### src/rtl/piano_pkg.sv
// Shared definitions for the piano mode controller slice.
//   - state_e      : arbiter FSM states
//   - NOTE_REST    : note code that silences the buzzer
//   - default bus widths and engine index constants
//   - clog2_min1() : index width that never collapses to zero bits
package piano_pkg;

  typedef enum logic [1:0] {
    ST_IDLE = 2'd0,
    ST_MUTE = 2'd1,
    ST_RUN  = 2'd2
  } state_e;

  localparam int NOTE_REST   = 0;

  localparam int DEF_NUM_MODES = 4;
  localparam int DEF_NOTE_W    = 4;
  localparam int DEF_LED_W     = 7;
  localparam int DEF_NUM_W     = 4;
  localparam int DEF_OCT_W     = 2;
  localparam int DEF_SCORE_W   = 4;
  localparam int DEF_PLAYERS   = 2;

  localparam int MODE_AUTO  = 0;
  localparam int MODE_LEARN = 1;
  localparam int MODE_COMP  = 3;

  function automatic int clog2_min1(input int n);
    return (n <= 2) ? 1 : $clog2(n);
  endfunction

endpackage

### src/rtl/mode_select_arbiter_onehot_to_index.sv
// Combinational one-hot decoder.
//   onehot_i : candidate one-hot vector
//   idx_o    : index of the set bit (OR of indices when not one-hot)
//   valid_o  : exactly one bit of onehot_i is set
module onehot_to_index
  import piano_pkg::*;
#(
  parameter int N    = 4,
  parameter int IDX_W = clog2_min1(N)
) (
  input  logic [N-1:0]     onehot_i,
  output logic [IDX_W-1:0] idx_o,
  output logic             valid_o
);

  always_comb begin
    idx_o = '0;
    for (int i = 0; i < N; i++)
      if (onehot_i[i]) idx_o = idx_o | IDX_W'(i);
  end

  // Non-zero and clearing the lowest set bit leaves nothing.
  assign valid_o = (onehot_i != '0) && ((onehot_i & (onehot_i - 1'b1)) == '0);

endmodule

### src/rtl/mode_select_arbiter.sv
// Mode select arbiter: multiplexes NUM_MODES player engines onto the single
// note/LED/num/octave output path, mutes for MUTE_CYCLES after every mode
// change, owns the play/pause toggle and routes competition scores.
//   clk, reset          : clock, synchronous active-low reset
//   mode                : one-hot mode select
//   start               : play/pause request level
//   user_sel            : player whose total is shown on score_user
//   note/led/num/octave_in : flattened per-mode buses, mode i in slice i
//   score_in, player_score_in : scores from the SCORE_MODE engine
//   note/led/num/octave_out   : registered selected (or idle) values
//   score_out, score_user     : held scores
//   play_state, active_idx, mode_valid : status
module mode_select_arbiter
  import piano_pkg::*;
#(
  parameter int NUM_MODES   = DEF_NUM_MODES,
  parameter int NOTE_W      = DEF_NOTE_W,
  parameter int LED_W       = DEF_LED_W,
  parameter int NUM_W       = DEF_NUM_W,
  parameter int OCT_W       = DEF_OCT_W,
  parameter int SCORE_W     = DEF_SCORE_W,
  parameter int PLAYERS     = DEF_PLAYERS,
  parameter int SCORE_MODE  = MODE_COMP,
  parameter int MUTE_CYCLES = 4,
  parameter int DEFAULT_OCT = 1,
  localparam int IDX_W = clog2_min1(NUM_MODES),
  localparam int USR_W = clog2_min1(PLAYERS)
) (
  input  logic                         clk,
  input  logic                         reset,
  input  logic [NUM_MODES-1:0]         mode,
  input  logic                         start,
  input  logic [USR_W-1:0]             user_sel,
  input  logic [NUM_MODES*NOTE_W-1:0]  note_in,
  input  logic [NUM_MODES*LED_W-1:0]   led_in,
  input  logic [NUM_MODES*NUM_W-1:0]   num_in,
  input  logic [NUM_MODES*OCT_W-1:0]   octave_in,
  input  logic [SCORE_W-1:0]           score_in,
  input  logic [PLAYERS*SCORE_W-1:0]   player_score_in,
  output logic [NOTE_W-1:0]            note_out,
  output logic [LED_W-1:0]             led_out,
  output logic [NUM_W-1:0]             num_out,
  output logic [OCT_W-1:0]             octave_out,
  output logic [SCORE_W-1:0]           score_out,
  output logic [SCORE_W-1:0]           score_user,
  output logic                         play_state,
  output logic [IDX_W-1:0]             active_idx,
  output logic                         mode_valid
);

  localparam int CNT_W = clog2_min1(MUTE_CYCLES);

  // Per-mode views of the flattened buses.
  logic [NUM_MODES-1:0][NOTE_W-1:0] note_arr;
  logic [NUM_MODES-1:0][LED_W-1:0]  led_arr;
  logic [NUM_MODES-1:0][NUM_W-1:0]  num_arr;
  logic [NUM_MODES-1:0][OCT_W-1:0]  oct_arr;
  logic [PLAYERS-1:0][SCORE_W-1:0]  ps_arr;

  assign note_arr = note_in;
  assign led_arr  = led_in;
  assign num_arr  = num_in;
  assign oct_arr  = octave_in;
  assign ps_arr   = player_score_in;

  state_e                state_q, state_d;
  logic [NUM_MODES-1:0]  mode_q, mode_d;
  logic [CNT_W-1:0]      cnt_q, cnt_d;
  logic [IDX_W-1:0]      idx_q, idx_d;
  logic                  mvalid_q, mvalid_d;
  logic                  start_q;
  logic                  play_q, play_d;
  logic [NOTE_W-1:0]     note_q, note_d;
  logic [LED_W-1:0]      led_q, led_d;
  logic [NUM_W-1:0]      num_q, num_d;
  logic [OCT_W-1:0]      oct_q, oct_d;
  logic [SCORE_W-1:0]    score_q, score_d;
  logic [SCORE_W-1:0]    user_q, user_d;

  logic [IDX_W-1:0]      oh_idx;
  logic                  oh_valid;
  logic                  mode_chg, start_rise, run_load, score_hit;
  logic [USR_W-1:0]      sel_eff;

  onehot_to_index #(.N(NUM_MODES), .IDX_W(IDX_W)) u_oh (
    .onehot_i (mode),
    .idx_o    (oh_idx),
    .valid_o  (oh_valid)
  );

  assign mode_chg   = (mode != mode_q);
  assign start_rise = start & ~start_q;
  // Engine data passes only in a settled RUN; a change at this edge already
  // forces the idle values so the mute starts immediately.
  assign run_load   = (state_q == ST_RUN) && !mode_chg;
  assign score_hit  = (state_q == ST_RUN) && (idx_q == IDX_W'(SCORE_MODE));
  assign sel_eff    = (int'(user_sel) < PLAYERS) ? user_sel : '0;

  // State register
  always_ff @(posedge clk) begin
    if (!reset) begin
      state_q  <= ST_IDLE;
      mode_q   <= '0;
      cnt_q    <= '0;
      idx_q    <= '0;
      mvalid_q <= 1'b0;
      start_q  <= 1'b0;
      play_q   <= 1'b0;
      note_q   <= NOTE_W'(NOTE_REST);
      led_q    <= '0;
      num_q    <= '0;
      oct_q    <= OCT_W'(DEFAULT_OCT);
      score_q  <= '0;
      user_q   <= '0;
    end else begin
      state_q  <= state_d;
      mode_q   <= mode_d;
      cnt_q    <= cnt_d;
      idx_q    <= idx_d;
      mvalid_q <= mvalid_d;
      start_q  <= start;
      play_q   <= play_d;
      note_q   <= note_d;
      led_q    <= led_d;
      num_q    <= num_d;
      oct_q    <= oct_d;
      score_q  <= score_d;
      user_q   <= user_d;
    end
  end

  // Next-state logic
  always_comb begin
    state_d  = state_q;
    mode_d   = mode_q;
    cnt_d    = cnt_q;
    idx_d    = idx_q;
    mvalid_d = mvalid_q;
    if (mode_chg) begin
      mode_d = mode;
      if (oh_valid) begin
        state_d  = ST_MUTE;
        cnt_d    = CNT_W'(MUTE_CYCLES - 1);
        idx_d    = oh_idx;
        mvalid_d = 1'b1;
      end else begin
        state_d  = ST_IDLE;
        mvalid_d = 1'b0;
      end
    end else if (state_q == ST_MUTE) begin
      if (cnt_q == '0) state_d = ST_RUN;
      else             cnt_d   = cnt_q - 1'b1;
    end
  end

  // Output-register next values
  always_comb begin
    note_d  = NOTE_W'(NOTE_REST);
    led_d   = '0;
    num_d   = '0;
    oct_d   = OCT_W'(DEFAULT_OCT);
    play_d  = 1'b0;
    score_d = score_q;
    user_d  = user_q;
    if (run_load) begin
      note_d = note_arr[idx_q];
      led_d  = led_arr[idx_q];
      num_d  = num_arr[idx_q];
      oct_d  = oct_arr[idx_q];
      // Rises outside a settled RUN fall into the zero default: never queued.
      play_d = play_q ^ start_rise;
    end
    if (score_hit) begin
      score_d = score_in;
      user_d  = ps_arr[sel_eff];
    end
  end

  assign note_out   = note_q;
  assign led_out    = led_q;
  assign num_out    = num_q;
  assign octave_out = oct_q;
  assign score_out  = score_q;
  assign score_user = user_q;
  assign play_state = play_q;
  assign active_idx = idx_q;
  assign mode_valid = mvalid_q;

endmodule

### config.mk
export PLATFORM = sky130hd
export DESIGN_NAME = mode_select_arbiter
export DESIGN_NICKNAME = d
export VERILOG_FILES = /design/src/rtl/piano_pkg.sv /design/src/rtl/mode_select_arbiter_onehot_to_index.sv /design/src/rtl/mode_select_arbiter.sv
export SDC_FILE = /design/constraint.sdc
export NUM_CORES = 1
export LEC_CHECK = 0
export CAP_MARGIN = 10
export CORE_MARGIN = 2
export CORE_UTILIZATION = 36
export DETAILED_ROUTE_END_ITERATION = 10
export PLACE_DENSITY = 0.84
export SETUP_SLACK_MARGIN = 0.5
export SYNTH_ARGS = -nofsm -noshare
export SYNTH_HDL_FRONTEND = slang
export SYNTH_SLANG_ARGS = --single-unit
### constraint.sdc
create_clock -name clk -period 1.9 [get_ports clk]
set_input_delay 0.38 -clock clk [delete_from_list [all_inputs] [get_ports clk]]
set_output_delay 0.38 -clock clk [all_outputs]
set_load 0.01 [all_outputs]
# After elaboration in Yosys (flattened, before gate mapping)

Cells that the tools add are included.

Register bits: 38
Input port bits: 88
Output and inout bits: 29
Word-level logic and storage cells: 62

Add/sub/neg operators: 2
$lt $le $gt $ge: 2
Equal/unequal tests: 6
Mux-type cells: 22
Bitwise gates (word level): 4
Reductions and logical operators: 13

Operator list:

| operator            | count |
|---|---|
| $mux 2              | 10 |
| $bmux 4 s2          | 2 |
| $mux 4              | 4 |
| $bmux 7 s2          | 1 |
| $mux 7              | 1 |
| $reduce_and 2->1    | 3 |
| $and 4x4->4         | 1 |
| $bmux 2 s2          | 1 |
| $eq 2x2->1 const B  | 2 |
| $logic_not 4->1     | 1 |
| $ne 2x2->1 const B  | 2 |
| $ne 4x4->1          | 1 |
| $reduce_bool 2->1   | 2 |
| $reduce_bool 4->1   | 1 |
| $sub 4x1->4 const B | 1 |
| $logic_and 1x1->1   | 3 |
| $lt 2x3->1 const B  | 1 |
| $mux 1              | 3 |
| $reduce_and 3->1    | 1 |
| $eq 2x1->1 const B  | 1 |
| $logic_not 2->1     | 1 |
| $lt 1x2->1 const B  | 1 |
| $sub 2x1->2 const B | 1 |
| $and 1x1->1         | 1 |
| other kinds (3)     | 3 |

# Depth between registers and ports, before layout

Gate-level depths: netlist of the first run.

Word-level depth: 6
Depth in mapped cells: 6
Depth with buffers taken out: 6

# Hierarchy

A second synthesis of the first run with hierarchy kept.

Cell total of the unflattened synthesis: 147
Area, all modules: 1,818.0 um^2

By module, submodules not included:

| module              | times used | cells an instance | area an instance (um^2) | seq. area each (um^2) |
|---|---|---|---|---|
| mode_select_arbiter | 1          | 141               | 1,767.9                 | 760.7 |
| onehot_to_index     | 1          | 6                 | 50.0                    | 0.0 |

# Least setup slack after synthesis of the first run

Ideal clock, no wire load.

Kind: reg2reg
Start: register idx_q[0], in the netlist active_idx[0]
End: register note_q[0], in the netlist note_out[0]
Library setup time: 114 ps
Data arrival time: 1,534 ps
Data required time: 1,786 ps
Path slack: 252 ps
Stages on the path, launching flop included: 5
Path buffers: 2
Period minus slack after synthesis: 1,648 ps
Path through: dfxtp_1 > buf_2 > buf_4 > mux4_2 > and2b_1

Cells in the longest elaborated chain, start to end: 2

RTL lines:

| element                      | line                       | source |
|---|---|---|
| start, declared              | mode_select_arbiter.sv:69  | `logic [IDX_W-1:0] idx_q, idx_d;` |
| start signal, assigned       | mode_select_arbiter.sv:119 | `idx_q <= idx_d;` |
| $bmux 4 s2                   | mode_select_arbiter.sv:166 | `note_d = note_arr[idx_q];` |
| $mux 4 (not written as such) | mode_select_arbiter.sv:166 |  |
| end signal, assigned         | mode_select_arbiter.sv:109 | `note_q <= NOTE_W'(NOTE_REST);` |
| end signal, assigned         | mode_select_arbiter.sv:123 | `note_q <= note_d;` |
| end, declared                | mode_select_arbiter.sv:73  | `logic [NOTE_W-1:0] note_q, note_d;` |

No other way between the ends. The select of a mux whose other input is x is not followed.
A chain may end at the register's enable or synchronous reset.

# Final worst setup path of the first run

Start: register mode_q[2]
End: register cnt_q[0]

Cells in the longest elaborated chain, start to end: 3
Elaborated cells on any way between the ends: 6
Those cells by class: eq/ne (3); mux (1); reduce/logical (2)

RTL lines:

| element                                                   | line                       | source |
|---|---|---|
| start, declared                                           | mode_select_arbiter.sv:67  | `logic [NUM_MODES-1:0] mode_q, mode_d;` |
| start signal, assigned                                    | mode_select_arbiter.sv:117 | `mode_q <= mode_d;` |
| $ne 4x4->1 *                                              | mode_select_arbiter.sv:91  | `assign mode_chg = (mode != mode_q);` |
| $ne 2x2->1 (no line) or $reduce_bool 2->1 (tied branches) | --                         |  |
| $reduce_and 3->1 (no line)                                | --                         |  |
| end signal, assigned                                      | mode_select_arbiter.sv:118 | `cnt_q <= cnt_d;` |
| end, declared                                             | mode_select_arbiter.sv:68  | `logic [CNT_W-1:0] cnt_q, cnt_d;` |

Mark *: on every way between the ends. The rest lies on a longest branch, timed or not.

==> results of run 1 <==
## layout make-up
type / instances / share of cell area, %
repair buffers: 133 / 39.2
well taps: 67 / 2.54
clock buffers: 7 / 2.61
clock inverters: 1 / 0.152
inverters: 2 / 0.227
flip-flops and latches: 38 / 23.3
multi-input cells: 96 / 32.0
## power breakdown
group	switching (W)	total, W	internal, W
Combinational	0.000133	0.000449	0.000317
Sequential	0.0000161	0.000831	0.000815
Clock	0.000271	0.000563	0.000292
## sequential cells by signal, summed over array words and instances, names as in the netlist
| name | flops |
|---|---|
| score_out | 4 |
| mode_q | 4 |
| active_idx | 2 |
| play_state | 1 |
| score_user | 4 |
| start_q | 1 |
| state_q | 2 |
| num_out | 4 |
| note_out | 4 |
| mode_valid | 1 |
| cnt_q | 2 |
| octave_out | 2 |
| led_out | 7 |
## critical path: cells and delay by family (launching register included)
kind / cells / cell delay [ps]
compound gates: 1 / 160
flops: 1 / 330
xor+xnor: 1 / 180
buf+inv: 2 / 320
simple gates: 2 / 460
## worst min-delay path by stage
stage	start	end	slack [ps]	cells past startpoint
floorplan	cnt_q[1]	cnt_q[1]	480	1
global placement	score_user[2]	score_user[2]	480	1
detailed placement	score_user[2]	score_user[2]	490	1
CTS	score_user[2]	score_user[2]	500	1
global route	score_user[2]	score_user[2]	520	1
finish	score_user[2]	score_user[2]	490	1
## per-layer routing
layer	vias up	share of wire, %
met5	-	0
met1	741	36
met4	0	1.8
li1	780	-
met3	8	7.9
met2	57	55
## cell usage in the layout, fill, tap and decap left out, drive strengths merged
cell / n
nand2b: 3
buf: 17
clkdlybuf4s50: 83
o211a: 5
nor2: 1
or3: 2
dfxtp: 38
or4: 1
clkbuf: 7
and3: 2
or2: 1
and3b: 1
mux2i: 9
dlygate4sd2: 28
nor3b: 1
xor2: 4
clkdlybuf4s15: 5
mux4: 17
ha: 1
nand3: 2
o311a: 2
a21oi: 2
and2b: 10
inv: 2
and2: 7
nor4: 1
o221a: 1
xnor2: 4
nand2: 4
nor2b: 13
o21a: 2
clkinv: 1
## cells by family (layout without fill, tap and decap cells)
group,Yosys count,count (layout),share of synthesized area (%)
and+or+nand+nor,49,49,17.6
DFF,38,38,41.8
muxes,26,26,26.0
buffers and inverters,13,143,3.92
AOI/OAI and AO/OA,12,12,6.06
xor gates and xnor gates,8,8,3.85
adders and majority gates,1,1,0.688
## repair_timing
item	4_1_cts	5_1_grt
pin swaps	7	3
hold buffers	0	0
gates resized for setup	59	6
setup buffers	4	0
setup endpoints to repair	62	28
gates cloned	0	1
## per-stage QoR
stage          setup TNS (ps)  util (%)  worst slack, ps  power [W]  cells
6_report                    0      69.0              393    0.00184    344
3_3_place_gp            -1790      65.0             -186    0.00127    331
5_1_grt                     0      69.0              295    0.00194    344
3_5_place_dp            -2030      65.0             -208    0.00128    331
2_1_floorplan               0         -              364    0.00104    147
4_1_cts                     0      68.5              364    0.00187    343
==> run summary, run 1 <==
================================================================================
Status                                                              complete, no violations
Final Cell Area                                                         3300 um2
Met3 demand-to-capacity share in global routing                            6.29%
Most area-consuming cells after synthesis                           dfxtp_1, mux4_2, mux2i_1
Share of flip-flops with an asynchronous set or reset                         0%
Die Span X                                                               75.1 um
Placeable core region                                                   4790 um2
Count of buffers from port buffering                                         116
#FFs+latches synth                                                            38
Multi-input gate area in the final layout                               1060 um2
GR Util met2                                                               35.9%
Critical setup path kind                                                 reg2reg
Clock-pin slew on the worst setup and hold paths                           70 ps
CP most frequent cell                                                      buf_4
Most instantiated cells after synthesis                             dfxtp_1, mux4_2, nor2b_1
Worst-path fanout max                                                          4
Max Clock Freq                                                           663 MHz
Grt total ovfl                                                                 0
IR drop worst, VDD                                                    0.000395 V
CP startpoint kind                                                     flip-flop
Power density over the cells                                          558 nW/um2
Share of the clock period used by the worst path after layout              79.3%
Total Die Area                                                          5630 um2
Number of enable flip-flop cells after synthesis                               0
Sequential cell area in the final layout                                 768 um2
# DRC                                                                          0
Die Y                                                                    75.1 um
Share of the synthesized area in the top cell type                         41.8%
Diodes inserted                                                                0
Post-DP HPWL                                                             4020 um
Layout fillers                                                               396
Series of cell instances along the critical path                    xor2_2 > nor4_4 > buf_4 > buf_4 > nor2b_4 > o311a_1
Number of global-route vias before repair                                   1578
Worst setup endpoint                                                    cnt_q[0]
Number of hold violations in the final report                                  0
Cell at the root of the clock tree                                      clkbuf_8
Synthesis warning total                                                        0
DRT iter0 DRCs                                                                38
Most frequently used flop master after synthesis                         dfxtp_1
Max-cap check violation count                                                  0
DRT antenna net count                                                          0
Area of placed instances                                                3110 um2
Worst hold slack                                                          495 ps
Biggest area consumer among synthesized cells                            dfxtp_1
Lkg Pwr                                                                  1.44 nW
CTS Sinks                                                                     38
Top-level port count                                                         117
Max Transition Viols Final                                                     0
Total number of H-tree levels                                                  2
Placer's final routability congestion estimate                             0.714
Global-route wire length before repair                                   7590 um
Post-synth net total                                                         236
Met1 routing resource usage after global routing                           18.4%
Register-to-register path setup slack                                     390 ps
Critical Path End Type                                                 flip-flop
Class of the tightest hold or removal check                              reg2reg
Fin crit period                                                          1510 ps
Clock buffer count from CTS                                                    5
Source of the critical timing path                                     mode_q[2]
Critical path data arrival time                                          1750 ps
Site row count                                                                25
Mean cell area of the mapped netlist                                    12.4 um2
CP max-delay cell                                                         nor4_4
Source of the worst register-to-register timing path                   mode_q[2]
Crit path largest cell delay                                              340 ps
Wire length per cell after detailed routing                              15.3 um
Cells on worst reg2reg path                                                    6
WL final                                                                 5280 um
Routed vias/inst                                                            4.61
Post-route clock skew                                                    7.22 ps
Worst slew margin relative to its limit                                    79.6%
Post-synthesis sequential area ratio                                       41.8%
Clock latency at the later pin of the worst-skew pair                     290 ps
Busiest grt layer                                                           met2
Number of antenna violations at the first check in global routing              0
TritonCTS clock tree                                                         yes
Count leader, synth                                                      dfxtp_1
Final Setup Violations                                                         0
CTS max path bufs                                                              2
Gate Count Post-Synth                                                        147
Setup repair after global routing missed its margin                          yes
Area grow syn2layout                                                       81.6%
Data required, critical path                                             2140 ps
Endpoint of the worst-slack reg-to-reg timing path                      cnt_q[0]
Fraction of layout instances using a drive strength above 1                22.0%
Number of distinct library cells after synthesis                              33
Global router's overall resource usage                                     18.6%
TritonRoute pass-1 iters                                                       4
Starting density of the core                                               38.0%
Count of nets after finishing                                                365
Vias after detailed routing                                                 1586
Maximum number of pins on one net before global-route repair                  21
Netlist area before placement                                           1820 um2
Transition time at the pin with the least slew margin                     304 ps
================================================================================
No activity file was read; power rests on OpenSTA's default activity.
==> run 2: changes to the inputs <==
- clock period: 1.9 -> 1.52 ns (I/O delays scaled with it)
==> run 2 against run 1 <==
The run now ends with negative setup slack left. Clock skew is 1.0 ps lower. Critical path depth down 1. Sequential power increased by 25%. Sequential cell count did not move. Largest power group unchanged. Sequential share of layout area is essentially flat. Register-to-register slack worse by 430 ps. Cell count up 2.6%. Fmax shrank 3.2%. Largest cell class unchanged. Final area grew 2.9%. Critical path type unchanged. Non-clock buffer count is 11 higher.
==> run summary, run 2 (synthesized netlist as in run 1, its figures left out) <==
================================================================================
Register-to-register path setup slack                                     -40 ps   -430 ps
IR drop worst, VDD                                                    0.000456 V   +15%
Clock buffer count from CTS                                                    5   unchanged
Most frequent cells in the layout                                   clkdlybuf4s50_1, buf_6, dfxtp_1, buf_4
Count of buffers from port buffering                                         116   unchanged
DRT antenna net count                                                          0   unchanged
Number of antenna violations at the first check in global routing              0   unchanged
Clock latency at the later pin of the worst-skew pair                     290 ps   about the same
Class of the tightest hold or removal check                              reg2reg
Worst hold path cell count                                                     1   unchanged
Design Power                                                           0.00230 W   +25%
Wire length per cell after detailed routing                              15.3 um   -0.37%
Cell at the root of the clock tree                                      clkbuf_8
Final Setup Violations                                                         5   +5
Transition time at the pin with the least slew margin                     328 ps   +24.0 ps
Post-route clock skew                                                    6.21 ps   -1.00 ps
Max Clock Freq                                                           642 MHz   -3.2%
Lkg Pwr                                                                  1.45 nW   +1.0%
Endpoint of the worst-slack reg-to-reg timing path                      cnt_q[0]
Maximum number of pins on one net before global-route repair                  21   unchanged
Cell count after placement                                                   335   +1.2%
Multi-input gate area in the final layout                               1070 um2   +1.2%
Total Die Area                                                          5630 um2   unchanged
Fin crit period                                                          1560 ps   +49.4 ps
Count of nets after finishing                                                376   +3.0%
Grt total ovfl                                                                 0   unchanged
Max-cap check violation count                                                  0   unchanged
Final critical-path setup slack                                         -36.8 ps   -429 ps
CP startpoint kind                                                     flip-flop
Max Transition Viols Final                                                     0   unchanged
Number of global-route vias before repair                                   1671   +5.9%
Power density over the cells                                          677 nW/um2   +21%
Global router's overall resource usage                                     19.7%   +1.2 points
Top-level port count                                                         117   unchanged
Die Span X                                                               75.1 um   unchanged
Most common library cell in the layout ignoring fill and taps       clkdlybuf4s50_1
Critical Path End Type                                                 flip-flop
Endpoint with the worst hold slack                                  score_user[0]
# DRC                                                                          0   unchanged
Placer's final routability congestion estimate                             0.711   -0.42%
Source of the worst register-to-register timing path                   mode_q[1]
Setup slack after placement                                              -565 ps   -357 ps
CTS max path bufs                                                              2   unchanged
Number of hold buffers added after cts                                         0   unchanged
Number of hold violations in the final report                                  0   unchanged
Cells on worst reg2reg path                                                    5   -1
Failing checks                                                      negative setup slack
Status                                                              finished, violations left
Worst slew margin relative to its limit                                    78.0%   -1.6 points
Data required, critical path                                             1700 ps   -440 ps
Global-route wire length before repair                                   8070 um   +6.3%
Post-DP HPWL                                                             4210 um   +4.9%
WL final                                                                 5390 um   +2.2%
Total number of H-tree levels                                                  2   unchanged
Site row count                                                                25   unchanged
Flip-flop count of the largest register after layout                           7   unchanged
Startpoint of the most critical hold path                           score_user[0]
TritonCTS clock tree                                                         yes
Setup repair after global routing missed its margin                          yes
Die Y                                                                    75.1 um   unchanged
Total negative slack for setup checks                                   -73.3 ps   -73.3 ps
Worst-path fanout max                                                          6   +2
Share of the clock period used by the worst path after layout               102%   +23 points
Diodes inserted                                                                0   unchanged
CTS Sinks                                                                     38   unchanged
Placeable core region                                                   4790 um2   unchanged
TritonRoute pass-1 iters                                                       4   unchanged
Clock-pin slew on the worst setup and hold paths                           70 ps   about the same
DRT iter0 DRCs                                                                50   +32%
Area grow syn2layout                                                       86.9%
Critical setup path kind                                                 reg2reg
Sequential cell area in the final layout                                 790 um2   +2.8%
Vias after detailed routing                                                 1668   +5.2%
Starting density of the core                                               38.0%   unchanged
Critical path data arrival time                                          1740 ps   about the same
Routed vias/inst                                                            4.73   +2.5%
Layout fillers                                                               344   -13%
Fraction of layout instances using a drive strength above 1                40.2%   +18 points
Final cell count without fillers                                             353   +2.6%
================================================================================
[run 2: worst max-delay path by stage]
stage,from,end,cells past startpoint
detailed placement,mode[1],cnt_q[0],6
finish,mode_q[1],cnt_q[0],5
global route,mode_q[1],cnt_q[0],5
global placement,mode[1],cnt_q[0],6
CTS,mode_q[2],cnt_q[0],5
floorplan,mode_q[1],octave_out[0],5
[run 2: critical path, cell delays in order, from the launching register on]
cell	delay, ps
dfxtp_2	330
xor2_2	180
nor4_4	380
buf_4	210
a21oi_4	50
o311a_1	290
[run 2: stage by stage]
step / util (%) / cell area, um2 / hold slack [ps]
3_3_place_gp: 65.8 / 3150 / 480
5_1_grt: 71.0 / 3400 / 532
4_1_cts: 69.7 / 3340 / 508
3_5_place_dp: 65.8 / 3150 / 488
6_report: 71.0 / 3400 / 506
2_1_floorplan: - / 1870 / 426
[run 2: layout make-up]
cell class              instances  area share [%]
multi-input cells              96            31.5
flip-flops and latches         38            23.2
repair buffers                144            40.1
inverters                       2           0.221
well taps                      67            2.47
clock buffers                   6            2.43
[run 2: routing by layer]
metal	track usage [%]	vias to the layer above	share of wire, %	routed length (um)
li1	-	800	-	-
met1	20.8	796	37	1980
met2	36.5	67	54	2890
met3	5.35	5	8.4	451
met4	8.73	0	1.4	74
met5	0	-	0	0
[run 2: where the power goes]
part | total (W) | internal, W | switching (W)
clock | 0.000679 | 0.000349 | 0.000330
sequential | 0.00104 | 0.00102 | 0.0000207
combinational | 0.000583 | 0.000414 | 0.000169
[run 2: repair_timing]
item / CTS / global route
cloned: 1 / 0
resized for setup: 170 / 11
buffers inserted: 8 / 3
pin swaps: 7 / 2
endpoints found under the setup margin: 62 / 62
